$ cat src/rtl/graphics_pkg.sv
// Shared types and constants for the block-draw controller.
// CLR_* states exist only when GRAPHICS_CLEAR_EN is defined.
package graphics_pkg;

  localparam int unsigned COORD_W         = 8;
  localparam int unsigned COLOUR_W        = 3;
  localparam int unsigned BLOCK_DIM       = 8;
  localparam int unsigned BLOCK_PIXELS    = 64;
  localparam int unsigned SCREEN_BLOCKS_X = 20;
  localparam int unsigned SCREEN_BLOCKS_Y = 15;
  localparam logic [COLOUR_W-1:0] CLEAR_COLOUR = 3'b000;
  localparam logic [COLOUR_W-1:0] FLASH_COLOUR = 3'b111;

  typedef enum logic [2:0] {
    S_IDLE,
    S_LOAD,
    S_DRAW,
    S_HOLD,
`ifdef GRAPHICS_CLEAR_EN
    S_CLR_LOAD,
    S_CLR_DRAW,
`endif
    S_DONE
  } state_t;

endpackage

$ cat src/rtl/graphics_control_if.sv
// Request and datapath-strobe bundle between upstream, controller and datapath.
interface graphics_control_if;
  import graphics_pkg::*;

  logic                req_valid;
  logic [COORD_W-1:0]  req_x;
  logic [COORD_W-1:0]  req_y;
  logic [COLOUR_W-1:0] req_colour;
  logic                req_flash;
  logic                req_ready;
  logic                clear_req;
  logic [COORD_W-1:0]  x_out;
  logic [COORD_W-1:0]  y_out;
  logic [COLOUR_W-1:0] colour_out;
  logic                load;
  logic                enable;
  logic                flash;
  logic                plot;
  logic                done;

  modport master (
    output req_valid, req_x, req_y, req_colour, req_flash, clear_req,
    input  req_ready, x_out, y_out, colour_out, load, enable, flash, plot, done
  );

  modport slave (
    input  req_valid, req_x, req_y, req_colour, req_flash, clear_req,
    output req_ready, x_out, y_out, colour_out, load, enable, flash, plot, done
  );

endinterface

$ cat src/rtl/graphics_cycle_timer.sv
// Loadable down-counter; zero_c flags terminal count. Shared by DRAW and HOLD.
module graphics_cycle_timer #(
  parameter int unsigned WIDTH = 8
) (
  input  logic             clock,
  input  logic             reset,
  input  logic             load,
  input  logic [WIDTH-1:0] load_value,
  output logic             zero_c
);

  logic [WIDTH-1:0] count;

  always_ff @(posedge clock) begin
    if (reset) begin
      count <= '0;
    end else if (load) begin
      count <= load_value;
    end else if (count != '0) begin
      count <= count - WIDTH'(1);
    end
  end

  assign zero_c = (count == '0);

endmodule

$ cat src/rtl/graphics_control.sv
// Block-draw sequencer for graphics_datapath: LOAD, 64-cycle DRAW, optional flash HOLD pass.
// Define GRAPHICS_CLEAR_EN to add the full-screen clear sweep on clear_req.
module graphics_control #(
  parameter int unsigned FLASH_HOLD = 25_000_000
) (
  input  logic              clock,
  input  logic              reset,
  graphics_control_if.slave bus
);
  import graphics_pkg::*;

  localparam int unsigned HOLD_MAX = (FLASH_HOLD > BLOCK_PIXELS) ? FLASH_HOLD : BLOCK_PIXELS;
  localparam int unsigned TIMER_W  = $clog2(HOLD_MAX);
  localparam logic [TIMER_W-1:0] DRAW_LOAD = TIMER_W'(BLOCK_PIXELS - 1);
  localparam logic [TIMER_W-1:0] HOLD_LOAD = TIMER_W'(FLASH_HOLD - 1);

  state_t              state, next_state;
  logic                flash_pass, flash_pass_next;
  logic                accept;
  logic                timer_load, timer_zero_c;
  logic [TIMER_W-1:0]  timer_value;
  logic                ready_next, load_next, enable_next, flash_next, plot_next, done_next;

  graphics_cycle_timer #(.WIDTH(TIMER_W)) u_timer (
    .clock      (clock),
    .reset      (reset),
    .load       (timer_load),
    .load_value (timer_value),
    .zero_c     (timer_zero_c)
  );

`ifdef GRAPHICS_CLEAR_EN
  localparam int unsigned COL_W = $clog2(SCREEN_BLOCKS_X);
  localparam int unsigned ROW_W = $clog2(SCREEN_BLOCKS_Y);

  logic [COL_W-1:0] col, col_next;
  logic [ROW_W-1:0] row, row_next;
  logic             clear_accept, block_advance, last_block_c;

  assign last_block_c = (col == COL_W'(SCREEN_BLOCKS_X - 1)) && (row == ROW_W'(SCREEN_BLOCKS_Y - 1));

  // Column advances first; wrap to the next row of blocks.
  always_comb begin
    col_next = col + COL_W'(1);
    row_next = row;
    if (col == COL_W'(SCREEN_BLOCKS_X - 1)) begin
      col_next = '0;
      row_next = row + ROW_W'(1);
    end
  end

  always_ff @(posedge clock) begin
    if (reset || clear_accept) begin
      col <= '0;
      row <= '0;
    end else if (block_advance) begin
      col <= col_next;
      row <= row_next;
    end
  end
`else
  logic unused_clear;
  assign unused_clear = bus.clear_req;
`endif

  always_ff @(posedge clock) begin
    if (reset) begin
      state <= S_IDLE;
    end else begin
      state <= next_state;
    end
  end

  // Next state, timer control, and next values of the registered strobes.
  always_comb begin
    next_state      = state;
    accept          = 1'b0;
    timer_load      = 1'b0;
    timer_value     = DRAW_LOAD;
    flash_pass_next = flash_pass;
`ifdef GRAPHICS_CLEAR_EN
    clear_accept    = 1'b0;
    block_advance   = 1'b0;
`endif

    case (state)
      S_IDLE: begin
`ifdef GRAPHICS_CLEAR_EN
        if (bus.clear_req) begin
          clear_accept    = 1'b1;
          flash_pass_next = 1'b0;
          next_state      = S_CLR_LOAD;
        end else
`endif
        if (bus.req_valid) begin
          accept          = 1'b1;
          flash_pass_next = bus.req_flash;
          next_state      = S_LOAD;
        end
      end
      S_LOAD: begin
        timer_load = 1'b1;
        next_state = S_DRAW;
      end
      S_DRAW: begin
        if (timer_zero_c) begin
          if (flash_pass) begin
            timer_load  = 1'b1;
            timer_value = HOLD_LOAD;
            next_state  = S_HOLD;
          end else begin
            next_state = S_DONE;
          end
        end
      end
      S_HOLD: begin
        if (timer_zero_c) begin
          flash_pass_next = 1'b0;
          next_state      = S_LOAD;
        end
      end
`ifdef GRAPHICS_CLEAR_EN
      S_CLR_LOAD: begin
        timer_load = 1'b1;
        next_state = S_CLR_DRAW;
      end
      S_CLR_DRAW: begin
        if (timer_zero_c) begin
          if (last_block_c) begin
            next_state = S_DONE;
          end else begin
            block_advance = 1'b1;
            next_state    = S_CLR_LOAD;
          end
        end
      end
`endif
      S_DONE:  next_state = S_IDLE;
      default: next_state = S_IDLE;
    endcase

    ready_next  = (next_state == S_IDLE);
    done_next   = (next_state == S_DONE);
    load_next   = (next_state == S_LOAD);
    plot_next   = (next_state == S_DRAW);
    enable_next = (next_state == S_LOAD) || (next_state == S_DRAW);
    flash_next  = flash_pass_next && enable_next;
`ifdef GRAPHICS_CLEAR_EN
    load_next   = load_next   || (next_state == S_CLR_LOAD);
    plot_next   = plot_next   || (next_state == S_CLR_DRAW);
    enable_next = enable_next || (next_state == S_CLR_LOAD) || (next_state == S_CLR_DRAW);
`endif
  end

  // Registered strobes and request fields held steady for the whole request.
  always_ff @(posedge clock) begin
    if (reset) begin
      flash_pass     <= 1'b0;
      bus.req_ready  <= 1'b1;
      bus.load       <= 1'b0;
      bus.enable     <= 1'b0;
      bus.flash      <= 1'b0;
      bus.plot       <= 1'b0;
      bus.done       <= 1'b0;
      bus.x_out      <= '0;
      bus.y_out      <= '0;
      bus.colour_out <= '0;
    end else begin
      flash_pass     <= flash_pass_next;
      bus.req_ready  <= ready_next;
      bus.load       <= load_next;
      bus.enable     <= enable_next;
      bus.flash      <= flash_next;
      bus.plot       <= plot_next;
      bus.done       <= done_next;
      if (accept) begin
        bus.x_out      <= bus.req_x;
        bus.y_out      <= bus.req_y;
        bus.colour_out <= bus.req_colour;
      end
`ifdef GRAPHICS_CLEAR_EN
      else if (clear_accept) begin
        bus.x_out      <= '0;
        bus.y_out      <= '0;
        bus.colour_out <= CLEAR_COLOUR;
      end else if (block_advance) begin
        bus.x_out <= COORD_W'(int'(col_next) * BLOCK_DIM);
        bus.y_out <= COORD_W'(int'(row_next) * BLOCK_DIM);
      end
`endif
    end
  end

endmodule
$ cat src/flat_wrapper.sv
// flat-port wrapper written by rule: the top's interface ports become plain ports
module graphics_control_flat import graphics_pkg::*;
#(
  parameter int unsigned FLASH_HOLD = 25_000_000
)
  (clock, reset, bus_req_valid, bus_req_x, bus_req_y, bus_req_colour, bus_req_flash, bus_clear_req, bus_req_ready, bus_x_out, bus_y_out, bus_colour_out, bus_load, bus_enable, bus_flash, bus_plot, bus_done);
  graphics_control_if bus_i ();
  input  logic clock;
  input  logic reset;
  input wire logic [$bits(bus_i.req_valid)-1:0] bus_req_valid;
  input wire logic [$bits(bus_i.req_x)-1:0] bus_req_x;
  input wire logic [$bits(bus_i.req_y)-1:0] bus_req_y;
  input wire logic [$bits(bus_i.req_colour)-1:0] bus_req_colour;
  input wire logic [$bits(bus_i.req_flash)-1:0] bus_req_flash;
  input wire logic [$bits(bus_i.clear_req)-1:0] bus_clear_req;
  output wire logic [$bits(bus_i.req_ready)-1:0] bus_req_ready;
  output wire logic [$bits(bus_i.x_out)-1:0] bus_x_out;
  output wire logic [$bits(bus_i.y_out)-1:0] bus_y_out;
  output wire logic [$bits(bus_i.colour_out)-1:0] bus_colour_out;
  output wire logic [$bits(bus_i.load)-1:0] bus_load;
  output wire logic [$bits(bus_i.enable)-1:0] bus_enable;
  output wire logic [$bits(bus_i.flash)-1:0] bus_flash;
  output wire logic [$bits(bus_i.plot)-1:0] bus_plot;
  output wire logic [$bits(bus_i.done)-1:0] bus_done;
  assign bus_i.req_valid = bus_req_valid;
  assign bus_i.req_x = bus_req_x;
  assign bus_i.req_y = bus_req_y;
  assign bus_i.req_colour = bus_req_colour;
  assign bus_i.req_flash = bus_req_flash;
  assign bus_i.clear_req = bus_clear_req;
  assign bus_req_ready = bus_i.req_ready;
  assign bus_x_out = bus_i.x_out;
  assign bus_y_out = bus_i.y_out;
  assign bus_colour_out = bus_i.colour_out;
  assign bus_load = bus_i.load;
  assign bus_enable = bus_i.enable;
  assign bus_flash = bus_i.flash;
  assign bus_plot = bus_i.plot;
  assign bus_done = bus_i.done;
  graphics_control #(.FLASH_HOLD(FLASH_HOLD)) u_core (.clock(clock), .reset(reset), .bus(bus_i));
endmodule
$ cat config.mk
export PLATFORM = sky130hd
export DESIGN_NAME = graphics_control_flat
export DESIGN_NICKNAME = d
export VERILOG_FILES = /design/src/rtl/graphics_pkg.sv /design/src/rtl/graphics_control_if.sv /design/src/rtl/graphics_cycle_timer.sv /design/src/rtl/graphics_control.sv /design/src/flat_wrapper.sv
export SDC_FILE = /design/constraint.sdc
export NUM_CORES = 1
export LEC_CHECK = 0
export ABC_AREA = 1
export BUFFER_PORTS_ARGS = -buffer_cell sky130_fd_sc_hd__buf_2
export CORE_UTILIZATION = 49
export DETAILED_ROUTE_END_ITERATION = 6
export GPL_TIMING_DRIVEN = 0
export PLACE_DENSITY = 0.75
export SYNTH_ARGS = -nofsm -noshare
export SYNTH_HDL_FRONTEND = slang
export SYNTH_SLANG_ARGS = --single-unit
$ cat constraint.sdc
create_clock -name clock -period 1.62 [get_ports clock]
set_clock_uncertainty 0.05 [all_clocks]
set_input_delay 0.486 -clock clock [delete_from_list [all_inputs] [get_ports clock]]
set_output_delay 0.486 -clock clock [all_outputs]
set_load 0.02 [all_outputs]
# == After elaboration in Yosys (flattened, before gate mapping) ==
# Index checks and enable logic that the tools add are counted.
# op_classes
add_sub_neg,1
n_eq_ne,6
mux,18
n_reduce_logical,7
# ops
operator,count
$mux W25,5
$logic_not A25 Y1,1
$reduce_bool A25 Y1,1
$sub A25 B1 Y25 const B,1
$mux W3,4
$pmux W3 S4,1
$eq A3 B2 Y1 const B,3
$eq A3 B1 Y1 const B,2
$logic_not A3 Y1,2
$mux W1,6
$pmux W1 S2,2
$eq A3 B3 Y1 const B,1
$reduce_bool A2 Y1,1
$logic_and A1 B1 Y1,1
$logic_or A1 B1 Y1,1
# totals
reg_bits,54
input_bits,24

# == Longest topological paths before layout ==
# depth
ltp_word,6
ltp_mapped,14
mapped_depth_nobuf,14

# == Modules after synthesis ==
# A second synthesis with hierarchy kept.
# hier_totals
hier_cells,421
hier_area_um2,2917.8
# by_module_without_submodules
module,n_inst,cells_each,area_each_um2
graphics_cycle_timer,1,279,1821.7
graphics_control,1,142,1096.1

# == Least setup slack after synthesis ==
# No wires, ideal clock.
# synth_path
path_kind,register to register
startpoint,reg u_core.u_timer.count[0]
endpoint,reg u_core.bus.enable
t_arrival_ns,1.520
slack_ns,-0.083
stages_incl_launch_ff,13
n_path_buf,1
period_less_slack_ns,1.703
path_cell_list,dfxtp_1 -> inv_1 -> ha_1 -> nand2_4 -> nor2_8 -> nand2_4 -> nor2_8 -> nand2_4 -> nand2_2 -> inv_2 -> buf_6 -> nand3_1 -> a21oi_1
# synth_between
elab_chain_cells,5
elab_cells_between_ends,7
# synth_lines
item,line,rtl
start: declaration,graphics_cycle_timer.sv:12,logic [WIDTH-1:0] count;
start signal: assignment,graphics_cycle_timer.sv:18,count <= load_value;
start signal: assignment,graphics_cycle_timer.sv:20,count <= count - WIDTH'(1);
$logic_not A25 Y1 *,graphics_cycle_timer.sv:24,assign zero_c = (count == '0);
"$mux W3, on equally long branches","graphics_control.sv:117, graphics_control.sv:106",
$pmux W3 S4 *,graphics_control.sv:86,case (state)
$eq A3 B1 Y1 / $eq A3 B2 Y1 (equally long branches),graphics_control.sv:146,enable_next = (next_state == S_LOAD) || (next_state == S_DRAW);
$logic_or A1 B1 Y1 *,graphics_control.sv:146,
end signal: assignment,graphics_control.sv:172,bus.enable <= enable_next;
end: declaration,graphics_control_if.sv:28,"output req_ready, x_out, y_out, colour_out, load, enable, flash, plot, done"
# Every way passes the cells marked *; elsewhere a longest branch is shown, timed or not.
# A chain may end at the register's enable or synchronous reset.

# == Worst setup path in the final report ==
# layout_path
startpoint,reg u_core.u_timer.count[0]
endpoint,reg u_core.u_timer.count[21]
# layout_between
elab_chain_cells,4
elab_cells_between_ends,10
# layout_lines
item
"parallel branches: the longest is 4 deep, another holds $sub A25 B1 Y25"
# Parallel ways; which one is timed is not known. The select of a mux whose other input is x is not followed.

==> summary.txt <==
Synthesis
  – Cells after Synth: 354
  – Mapped cell area: 0.002560 mm^2
  – Syn. warnings: 0
  – Synthesis-stage register bit count: 54
  – Average size of a mapped cell: 7.232 um^2
  – Syn nets: 379
  – Sequential element share of the synthesized area: ~42%
  – Library cells used by synthesis: 30
  – Dominant cells by area after synthesis: dfxtp_1, nand2_1, a21oi_1, nand3_1, nor2_1
  – Top cell type's share of synthesized area: 42.23%
  – Post-synth top area cell: dfxtp_1

Floorplanning
  – DIE AREA: 0.005518 mm^2
  – Initial core utilization: roughly 52%
  – FP Rows: 25
  – Die height: between 70 and 80 um
  – Core Area: about 0.005 mm^2
  – # IOs: 49
  – DIE WIDTH: between 70 and 80 um

Global route
  – GRT Total Usage: between 20% and 30%
  – Vias in the first global route: 2,237
  – Largest net degree at the start of global routing: 20
  – Initial antenna violation count: 0
  – First-pass GRT wire length: 9.825 mm
  – Gr ovfl total: 0

Pwr
  – PD cells: 2367 mW/mm^2
  – Worst VDD drop: 1019 uV
  – Leakage Power: 0.001571 uW

Final layout
  – Inserted Diodes: 0
  – Commonest non-fill, non-tap cell in the layout: nand2_1
  – Final Non-Filler Cells: around 500
  – Layout cells sized above 1: 33.10%
  – Area growth from synthesis to layout: 31.67%
  – Final nets: 453
  – FILL cells: 410
  – Most frequent cells in the layout: nand2_1, buf_2, dfxtp_1

Route
  – Residual DRC: 0
  – DRT iter0 DRCs: 113
  – DRT Pass-1 Iters: 4
  – Detail Route Antenna Nets: 0
  – Vias after detailed routing: 2,551
  – Final wirelength: 6.479 mm
  – Vias per inst: 5.143
  – Average wire per standard cell: between 10 and 15 um

Setup path
  – Reg2reg start: u_core.u_timer.count[0]$_SDFFE_PP0P_
  – Max incr delay on CP: 0.33 ns
  – CP endpoint: u_core.u_timer.count[21]$_SDFFE_PP0P_
  – Critical Path Stages: 9
  – Critical path class: reg2reg
  – Worst path slowest cell: dfxtp_2
  – Worst EP arrival: 1.89 ns
  – Critical Path Source: u_core.u_timer.count[0]$_SDFFE_PP0P_
  – Critical Path End Type: flip-flop
  – Worst path bufs/invs: 3
  – FF-to-FF path depth: 9
  – Crit-path max FO: 7
  – Largest delay contributor family on the critical path: compound AO/OA/AOI/OAI gates
  – Reg-to-Reg End: u_core.u_timer.count[21]$_SDFFE_PP0P_
  – Worst path required time: around 1.8 ns
  – CP Cell Sequence: inv_2, ha_4, nand2_4, buf_4, nor2_2, nand2_2, inv_1, o21ai_0, a21oi_2
  – CP Launch Type: flip-flop
  – Reg-to-reg setup timing slack: -0.06 ns

Flow run
  – Max cap viols: 0

STA
  – Final hold viol count: 0
  – Max-slew violation count: 0
  – Unrepaired setup endpoints after global routing: true
  – Final worst slack: -0.05788 ns
  – Fmax: 0.5960 GHz
  – Rel. slew slack: 46.99%
  – Period minus WS final: 1.678 ns
  – Fin crit share: 103.6%
  – Final hold slack: 0.3733 ns
  – Worst-margin pin slew: 0.7951 ns
  – Setup violations, final: 7

Status
  – Violated checks: negative setup slack
  – Status: finished with violations

CTS
  – Clock Path Buffers: 2
  – H-tree levels: 2
  – TritonCTS Buffers: 5
  – Clk Latency, worst-skew pair: between 0.3 and 0.4 ns
  – CTS Sinks: 54
  – CTS root buffer: clkbuf_8
  – CTS tree: done
  – Worst-path clk slew: 0.10 ns

Placed design
  – Detailed Place HPWL: between 4 and 5 mm
  – Placed Instances: between 400 and 500
  – Gpl congestion: just over 0.9
  – Place WS: -0.1932 ns
  – IO Port Bufs: 46

Min path
  – Hold crit path type: in2reg
-- sequential cells by signal, summed over array words and instances (netlist names) --
register and cells:
u_core.bus.colour_out 3, u_core.bus.plot 1, u_core.bus.enable 1, u_core.bus.load 1, u_core.bus.x_out 8, u_core.flash_pass 1
u_core.u_timer.count 25, u_core.state 3, u_core.bus.flash 1, u_core.bus.done 1, u_core.bus.y_out 8, u_core.bus.req_ready 1
-- what timing repair did --
action	in CTS	in global routing
gates cloned	0	1
hold buffers	0	0
setup endpoints to repair	39	31
buffers inserted	13	9
gates resized for setup	19	35
pin swaps	12	13
-- area by class of cell --
class,instances,area (um^2),share of cell area (%)
clock inverters,3,47.55,1.411
well taps,67,83.83,2.487
multi-input cells,248,1445,42.87
inverters,39,148.9,4.417
plain buffers,11,62.56,1.856
flip-flops and latches,54,1094,32.44
repair buffers,69,420.4,12.47
clock buffers,5,68.82,2.042
-- kinds of logic (layout without fill, tap and decap cells) --
logic type      after synthesis  in the layout  share of synthesized area, %
compound gates               46             46                         9.237
simple gates                184            184                         34.07
xor+xnor                     17             17                         5.816
flops                        54             54                         42.23
buf+inv                      52            127                         8.162
fa+ha+maj                     1              1                        0.4887
-- synthesized netlist by cell type, drive strengths merged --
master	count
buf	7
xnor2	5
nand4	2
ha	1
or2	1
a31oi	3
a21oi	36
nand3	36
nor4	5
clkbuf	6
o211ai	1
nand2	82
xor2	12
inv	39
and3	1
nor2	52
o21ai	6
dfxtp	54
nor3	5
-- stage by stage --
step / total power (uW) / utilization [%] / instance area (um^2) / setup TNS (ns)
5_1_grt: 8567 / 69.08 / 3371 / -1.897
3_5_place_dp: 5584 / 59.15 / 2887 / -3.901
2_1_floorplan: 4907 / - / 2572 / 0
6_report: 7979 / 69.08 / 3371 / -0.2094
4_1_cts: 7048 / 64.41 / 3143 / -0.003782
3_3_place_gp: 5539 / 59.15 / 2887 / -3.693
-- worst register-to-register path, delay by kind of cell (launching register included) --
| family | cells | cell delay, ns |
|---|---|---|
| AND/OR/NAND/NOR | 3 | 0.31 |
| AO/OA/AOI/OAI | 2 | 0.45 |
| adder cells (fa/ha/maj) | 1 | 0.15 |
| flip-flops | 1 | 0.33 |
| buffers and inverters | 3 | 0.34 |
-- metal layers --
layer / GRT usage (%) / vias up / part of all wire, %
met5: 0 / - / 0
met2: 42.83 / 77 / 51
met1: 27.56 / 1182 / 42
met4: 8.805 / 0 / 2.3
met3: 3.930 / 13 / 4.4
li1: - / 1279 / -
-- where the power goes --
group          switching, uW  internal, uW  total [uW]
clock network            477           469         946
logic                   2900          2070        4960
registers                359          1710        2070
-- worst min path at each step --
stage / depth (start not counted) / from / slack (ns) / endpoint
after floorplan: 2 / u_core.u_timer.count[24]$_SDFFE_PP0P_ / 0.43 / u_core.u_timer.count[24]$_SDFFE_PP0P_
after global placement: 2 / u_core.bus.y_out[7]$_SDFFE_PP0P_ / 0.39 / u_core.bus.y_out[7]$_SDFFE_PP0P_
after detailed placement: 2 / u_core.bus.x_out[2]$_SDFFE_PP0P_ / 0.40 / u_core.bus.x_out[2]$_SDFFE_PP0P_
after CTS: 3 / bus_req_colour[1] / 0.37 / u_core.bus.colour_out[1]$_SDFFE_PP0P_
after global routing: 3 / bus_req_y[0] / 0.38 / u_core.bus.y_out[0]$_SDFFE_PP0P_
final: 3 / bus_req_y[5] / 0.37 / u_core.bus.y_out[5]$_SDFFE_PP0P_
Power figures use the tool's default switching activity.
